**src/rtl/sha3_loader_pkg.sv**
```systemverilog
// sha3_loader_pkg
//   Shared constants and the state type for the SHA3 scan request loader.
//   TEMPLATE_WORDS : words of block template carried by a request
//   NONCE_INDEX    : template word that holds the nonce
//   FRAME_WORDS    : stream words per request frame (template + 2 threshold words)
//   IDX_W          : width of the in-frame word index
package sha3_loader_pkg;

    localparam int TEMPLATE_WORDS = 24;
    localparam int NONCE_INDEX    = 20;
    localparam int FRAME_WORDS    = 26;
    localparam int IDX_W          = 5;

    typedef enum logic [1:0] {
        LOAD    = 2'd0,
        DRAIN   = 2'd1,
        PENDING = 2'd2,
        FIRE    = 2'd3
    } state_t;

endpackage

```
**src/rtl/sha3_scan_request_bus.sv**
```systemverilog
// i_sha3_scan_request_bus
//   Request bus between the loader (producer) and the scanner (consumer).
//   start         : 1-cycle scan start pulse
//   blockTemplate : 24 x 32-bit block template, valid while start=1 and held afterwards
//   threshold     : 64-bit hit threshold, committed together with the template
interface i_sha3_scan_request_bus;
    import sha3_loader_pkg::*;

    logic                                start;
    logic [TEMPLATE_WORDS-1:0][31:0]     blockTemplate;
    logic [63:0]                         threshold;

    modport producer (output start, blockTemplate, threshold);
    modport consumer (input  start, blockTemplate, threshold);

endinterface

```
**src/rtl/sha3_loader_frame_parser.sv**
```systemverilog
// sha3_loader_frame_parser
//   Tracks the word index of the incoming frame and classifies each transfer.
//   clk, rst    : clock, asynchronous active-high reset
//   xfer        : a stream word is transferred this cycle
//   in_last     : the transferred word is flagged last
//   loading     : loader is in LOAD (words go to the shadow bank)
//   draining    : loader is in DRAIN (words are discarded)
//   idx         : index of the word being transferred
//   shadow_we   : write the current word into shadow[idx]
//   frame_done  : well-formed frame completed with this transfer
//   to_drain    : word 25 arrived without in_last, discard the rest
//   drain_done  : the discarded tail ended
//   frame_error : registered 1-cycle pulse for a malformed frame
module sha3_loader_frame_parser
    import sha3_loader_pkg::*;
(
    input  logic             clk,
    input  logic             rst,
    input  logic             xfer,
    input  logic             in_last,
    input  logic             loading,
    input  logic             draining,
    output logic [IDX_W-1:0] idx,
    output logic             shadow_we,
    output logic             frame_done,
    output logic             to_drain,
    output logic             drain_done,
    output logic             frame_error
);

    logic at_final_word;
    logic short_frame;

    assign at_final_word = (idx == IDX_W'(FRAME_WORDS - 1));
    assign shadow_we     = loading & xfer;
    assign frame_done    = loading & xfer &  in_last &  at_final_word;
    assign short_frame   = loading & xfer &  in_last & !at_final_word;
    assign to_drain      = loading & xfer & !in_last &  at_final_word;
    assign drain_done    = draining & xfer & in_last;

    always_ff @(posedge clk or posedge rst) begin
        if (rst) begin
            idx         <= '0;
            frame_error <= 1'b0;
        end else begin
            frame_error <= short_frame | to_drain;
            if (frame_done | short_frame | to_drain | drain_done)
                idx <= '0;
            else if (shadow_we)
                idx <= idx + 1'b1;
        end
    end

endmodule

```
**src/rtl/sha3_scan_request_loader.sv**
```systemverilog
// sha3_scan_request_loader
//   Producer end of the SHA3 scan request bus. Collects a 26-word frame
//   (24 template words, threshold low, threshold high) into a shadow bank and
//   dispatches it with a 1-cycle start pulse once the scanner is idle.
//   clk, rst     : clock, asynchronous active-high reset
//   in_data      : 32-bit stream word
//   in_valid     : stream word valid
//   in_last      : last word of frame
//   in_ready     : loader accepts a word (registered)
//   scan_busy    : scanner is working, no start allowed
//   request      : producer side of i_sha3_scan_request_bus
//   frame_error  : 1-cycle pulse, malformed frame discarded
//   scans_issued : start pulses since reset, saturating
//   Build option SHA3_LOADER_AUTO_RESCAN_EN: when idle with no frame in
//   progress, re-issue the last request with the nonce word advanced by
//   NONCE_STRIDE (the parameter only exists in that build).
//
//   state   | meaning
//   LOAD    | accepting frame words into the shadow bank
//   DRAIN   | discarding the tail of an over-long frame
//   PENDING | complete frame waiting for an idle scanner
//   FIRE    | start asserted this cycle, guard being armed
module sha3_scan_request_loader
    import sha3_loader_pkg::*;
#(
    parameter int START_GUARD = 2
`ifdef SHA3_LOADER_AUTO_RESCAN_EN
    ,
    parameter logic [31:0] NONCE_STRIDE = 32'd65536
`endif
) (
    input  logic                       clk,
    input  logic                       rst,
    input  logic [31:0]                in_data,
    input  logic                       in_valid,
    input  logic                       in_last,
    output logic                       in_ready,
    input  logic                       scan_busy,
    i_sha3_scan_request_bus.producer   request,
    output logic                       frame_error,
    output logic [15:0]                scans_issued
);

    localparam int GUARD_W = $clog2(START_GUARD + 1);

    state_t                          state, state_nxt;
    logic [IDX_W-1:0]                idx;
    logic                            xfer, shadow_we, frame_done, to_drain, drain_done;
    logic                            busy_eff, commit;
    logic [GUARD_W-1:0]              guard_cnt;
    logic [TEMPLATE_WORDS-1:0][31:0] shadow_tmpl;
    logic [63:0]                     shadow_thr;
`ifdef SHA3_LOADER_AUTO_RESCAN_EN
    logic                            rescan;
`endif

    assign xfer = in_valid & in_ready;

    // The scanner raises busy a few cycles after start; the guard covers that lag.
    assign busy_eff = scan_busy | (guard_cnt != '0);

    sha3_loader_frame_parser u_parser (
        .clk         (clk),
        .rst         (rst),
        .xfer        (xfer),
        .in_last     (in_last),
        .loading     (state == LOAD),
        .draining    (state == DRAIN),
        .idx         (idx),
        .shadow_we   (shadow_we),
        .frame_done  (frame_done),
        .to_drain    (to_drain),
        .drain_done  (drain_done),
        .frame_error (frame_error)
    );

    always_comb begin
        state_nxt = state;
        commit    = 1'b0;
`ifdef SHA3_LOADER_AUTO_RESCAN_EN
        rescan    = 1'b0;
`endif
        case (state)
            LOAD: begin
                if (frame_done)
                    state_nxt = PENDING;
                else if (to_drain)
                    state_nxt = DRAIN;
`ifdef SHA3_LOADER_AUTO_RESCAN_EN
                // idx!=0 means a frame is partially loaded; it blocks rescans.
                else if ((idx == '0) && (scans_issued != '0) && !busy_eff) begin
                    rescan    = 1'b1;
                    state_nxt = FIRE;
                end
`endif
            end
            DRAIN: begin
                if (drain_done)
                    state_nxt = LOAD;
            end
            PENDING: begin
                if (!busy_eff) begin
                    commit    = 1'b1;
                    state_nxt = FIRE;
                end
            end
            FIRE:    state_nxt = LOAD;
            default: state_nxt = LOAD;
        endcase
    end

    always_ff @(posedge clk or posedge rst) begin
        if (rst) begin
            shadow_tmpl <= '0;
            shadow_thr  <= '0;
        end else if (shadow_we) begin
            for (int w = 0; w < TEMPLATE_WORDS; w++)
                if (idx == IDX_W'(w))
                    shadow_tmpl[w] <= in_data;
            if (idx == IDX_W'(TEMPLATE_WORDS))
                shadow_thr[31:0] <= in_data;
            if (idx == IDX_W'(TEMPLATE_WORDS + 1))
                shadow_thr[63:32] <= in_data;
        end
    end

    always_ff @(posedge clk or posedge rst) begin
        if (rst) begin
            state                 <= LOAD;
            in_ready              <= 1'b0;
            request.start         <= 1'b0;
            request.blockTemplate <= '0;
            request.threshold     <= '0;
            guard_cnt             <= '0;
            scans_issued          <= '0;
        end else begin
            state         <= state_nxt;
            in_ready      <= (state_nxt == LOAD) || (state_nxt == DRAIN);
            // Request registers change on the same edge start rises.
            request.start <= (state_nxt == FIRE);
            if (commit) begin
                request.blockTemplate <= shadow_tmpl;
                request.threshold     <= shadow_thr;
            end
`ifdef SHA3_LOADER_AUTO_RESCAN_EN
            if (rescan)
                request.blockTemplate[NONCE_INDEX] <=
                    request.blockTemplate[NONCE_INDEX] + NONCE_STRIDE;
`endif
            if (state == FIRE)
                guard_cnt <= GUARD_W'(START_GUARD);
            else if (guard_cnt != '0)
                guard_cnt <= guard_cnt - 1'b1;
            if ((state == FIRE) && (scans_issued != 16'hFFFF))
                scans_issued <= scans_issued + 16'd1;
        end
    end

endmodule
```
**src/flat_wrapper.sv**
```systemverilog
// flat-port wrapper written by rule: the top's interface ports become plain ports
module sha3_scan_request_loader_flat import sha3_loader_pkg::*;
#(
    parameter int START_GUARD = 2

)
  (clk, rst, in_data, in_valid, in_last, in_ready, scan_busy, frame_error, scans_issued, request_start, request_blockTemplate, request_threshold);
  i_sha3_scan_request_bus request_i ();
  input  logic clk;
  input  logic rst;
  input  logic [31:0] in_data;
  input  logic in_valid;
  input  logic in_last;
  output logic in_ready;
  input  logic scan_busy;
  output logic frame_error;
  output logic [15:0] scans_issued;
  output wire logic [$bits(request_i.start)-1:0] request_start;
  output wire logic [$bits(request_i.blockTemplate)-1:0] request_blockTemplate;
  output wire logic [$bits(request_i.threshold)-1:0] request_threshold;
  assign request_start = request_i.start;
  assign request_blockTemplate = request_i.blockTemplate;
  assign request_threshold = request_i.threshold;
  sha3_scan_request_loader #(.START_GUARD(START_GUARD)) u_core (.clk(clk), .rst(rst), .in_data(in_data), .in_valid(in_valid), .in_last(in_last), .in_ready(in_ready), .scan_busy(scan_busy), .request(request_i), .frame_error(frame_error), .scans_issued(scans_issued));
endmodule
```
**config.mk**
```make
export PLATFORM = sky130hd
export DESIGN_NAME = sha3_scan_request_loader_flat
export DESIGN_NICKNAME = d
export VERILOG_FILES = /design/src/rtl/sha3_loader_pkg.sv /design/src/rtl/sha3_scan_request_bus.sv /design/src/rtl/sha3_loader_frame_parser.sv /design/src/rtl/sha3_scan_request_loader.sv /design/src/flat_wrapper.sv
export SDC_FILE = /design/constraint.sdc
export NUM_CORES = 2
export LEC_CHECK = 0
export ABC_AREA = 0
export CAP_MARGIN = 0
export CORE_AREA = 2 2 341 343
export DETAILED_ROUTE_END_ITERATION = 8
export DIE_AREA = 0 0 343 345
export PLACE_DENSITY = 0.91
export SLEW_MARGIN = 10
export SYNTH_ARGS = -nofsm -noshare
export SYNTH_HDL_FRONTEND = slang
export SYNTH_HIERARCHICAL = 1
export SYNTH_SLANG_ARGS = --single-unit
```
**constraint.sdc**
```tcl
create_clock -name clk -period 178.4 [get_ports clk]
set_input_delay 53.52 -clock clk [delete_from_list [all_inputs] [get_ports clk]]
set_output_delay 53.52 -clock clk [all_outputs]
set_load 0.01 [all_outputs]
```
==> results.toml <==
[worst_setup_path]
critPathMostFrequentCell = "buf_4"
crit_buf_inv = 8
ff2ff_setup_slack_ns = 173.13
arrival_ns = 60.27
path_cells = "clkdlybuf4s50_1 > inv_8 > buf_4 > buf_4 > buf_4 > buf_4 > buf_4 > buf_4"
cp.required_ns = 179.15
slowest_delay_ns = 0.98
critical_path_class = "in2async"
r2r_start = "u_core/guard_cnt[0]"
end_kind = "asynchronous set/reset pin"
worstSetupStartpointType = "primary input"
crit_family = "buffers and inverters"
worstPathMaxFanout = 120
worstRegToRegCells = 9
r2r_end = "u_core/request.blockTemplate[699]"
crit_slowest_cell = "buf_4"

[pwr]
sw_frac_of_total = 0.2343
total_power_uw = 810.9
p_comb_frac = 0.051
power.density_mw_per_mm2 = 10.29
ir_drop_mv = 0.009731
clockPowerShare = 0.436
intPower_uw = 620.9
leakage_nw = 41.32
power.net_switching_uw = 190.0
p_seq_frac = 0.513

[synth]
synth_area_sq_mm = 0.06348
ys_ff_latch = 1692
yosysUniqueCellTypes = 42
synth_flop_cell = "dfrtp_1"
yosys.area.top_type_share = 0.6670
syn_nets = 5546
synthTopCellsByCount = "nand2_1, dfrtp_1, mux2_2"
syn_avg_cell_area_sq_um = 11.53
yosysTopAreaCell = "dfrtp_1"
ys_seq_area_frac = 0.6670
synth.area.top_cells = "dfrtp_1, nand2_1, mux2_2"
synth_cells = 5505
yosys_warnings = 6
synthArstFlopShare = 1.000
yosysMostFrequentCell = "nand2_1"
synth_edf_count = 0

[detailed_routing]
wl_per_cell_um = 27.72
routed_via_density = 6.069
post-route-drc-count = 0
finalWirelength_um = 219900
dr.pass1.iters = 6
drtIter0Drc = 5945
num_vias = 48140
antenna_left = 0

[global_routing]
grt_max_degree = 210
antenna_found_initial = 22
track_usage = 0.3695
overflow = 0
grt_pass1_vias = 50120
grt_pass1_wl_um = 323500

[clock_tree]
worstSkewPairLatency_ns = 0.79
cts_buffers = 162
cts_max_level = 4
cts_sinks = 1692
holdBufCountCts = 0
tritoncts = "built"
cts_resized = 0
clk_pin_slew_ns = 0.07
clock-root-buffer = "clkbuf_16"
cts_post_setup_buffers_inserted = 0
clock_path_buffers = 3

[timing]
skew_ns = 0.03747
fin_crit_sh = 0.3337
drv_slew = 0
finalSetupViolations = 0
hold_violations = 0
rsz0062_at_grt = "no"
fmax_mhz = 16.80
fin_tns_setup_ns = 0
fin_crit_ns = 59.52
worst_pin_slew_ns = 1.312
relSlewSlack = 0.1252

[placed_design]
dpl_cell_area_sq_mm = 0.07331
gp_congestion = 0.8800
dp_hpwl_um = 124900
numPortBuffers = 887

[final_layout]
n_fill_cell = 6886
drive_above_1_share = 0.1851
area_growth_pct = 24.16
multiInputGateArea_sq_mm = 0.01983
final_area_sq_mm = 0.07882
layout.nets = 6318
regArea_sq_mm = 0.04234

[flow_run]
cap_violations = 0

[floorplan]
start_util = 0.5515
die_width_um = 343
die_height_um = 345
num_rows = 125
dieArea_sq_mm = 0.1183
core_area_sq_mm = 0.1151
io_pins = 888

[hold_path]
holdPathStages = 2
whs_endpoint = "u_core/request.blockTemplate[9]"
hold_path_class = "reg2reg"
min_from = "u_core/shadow_tmpl[9]"

[status]
status = "finished, final reports clean"
-- how the worst max path moves through the flow --
stage               from                           endpoint  cells past startpoint
global route         rst            u_core/shadow_tmpl[354]                      8
finish               rst            u_core/shadow_tmpl[354]                      8
detailed placement   rst  u_core/request.blockTemplate[579]                      8
global placement     rst  u_core/request.blockTemplate[579]                      8
CTS                  rst  u_core/request.blockTemplate[201]                      8
floorplan            rst                u_core/guard_cnt[0]                      1
-- layer usage --
metal / share of wire / track usage / up-vias
met3: 0.11 / 0.1158 / 1095
met2: 0.46 / 0.5577 / 3813
met5: 0.00061 / 0 / -
met1: 0.34 / 0.4374 / 24220
li1: - / - / 18990
met4: 0.094 / 0.2963 / 20
-- worst register-to-register path, cell delays in order, from the launching register on --
cell and delay, ns:
dfrtp_1 0.36, inv_1 0.05, ha_1 0.27, nand4bb_4 0.58
buf_4 0.86, buf_4 0.91, buf_4 0.89, buf_4 0.92
nand2_1 0.22, nand2_1 0.13
-- registers in the layout (all words and copies together) (netlist names) --
signal / count
u_core/request.start: 1
u_core/request.threshold: 64
u_core/guard_cnt: 2
u_core/u_parser/idx: 5
u_core/state: 2
u_core/in_ready: 1
u_core/request.blockTemplate: 768
u_core/shadow_thr: 64
u_core/u_parser/frame_error: 1
u_core/scans_issued: 16
u_core/shadow_tmpl: 768
-- cell families (layout without fill, tap and decap cells) --
kind of cell    Yosys count  in the layout  share of synthesized area
buf+inv                 347           1243                    0.02247
other cells               0              8                          0
mux                     833            833                     0.1495
fa+ha+maj                 4              4                  0.0007885
simple gates           2596           2596                     0.1565
compound gates           18             18                   0.001636
xor+xnor                 15             15                   0.002070
flops                  1692           1692                     0.6670
-- per-stage QoR --
step	hold WS, ns	setup slack [ns]	utilization	cells
final	0.4329	118.88	0.6847	7933
after global routing	0.4668	117.87	0.6845	7926
after CTS	0.4378	118.75	0.6843	7924
after detailed placement	0.4440	117.96	0.6369	7636
after global placement	0.4401	118.13	0.6369	7636
after floorplan	0.4315	77.29	-	5505
-- power by group through the flow --
stage | clock network (mW) | registers, mW | logic [mW]
final | 0.353 | 0.416 | 0.0414
after global routing | 0.371 | 0.417 | 0.0440
after CTS | 0.355 | 0.415 | 0.0410
after detailed placement | 0 | 0.421 | 0.0397
after global placement | 0 | 0.419 | 0.0375
after floorplan | 0 | 0.419 | 0.0286
-- area by class of cell --
cell class,instances,area share
Tap cell,1524,0.02419
Multi-Input combinational cell,3466,0.2516
Timing Repair Buffer,942,0.1167
Sequential cell,1692,0.5372
Clock inverter,46,0.007858
Clock buffer,242,0.06137
Antenna cell,8,0.0002540
Inverter,13,0.0008096
-- cells in the final DEF (no fill, tap or decap), types with 13 or more instances in the layout --
master / instances
dfrtp_1: 1692
nand2_1: 2513
buf_2: 32
clkbuf_1: 34
clkbuf_16: 164
mux2_1: 18
clkinv_2: 17
mux2_4: 30
clkdlybuf4s50_1: 855
mux2_2: 785
clkbuf_8: 44
buf_4: 50
xor2_1: 13
(Power assumes the default switching activity.)
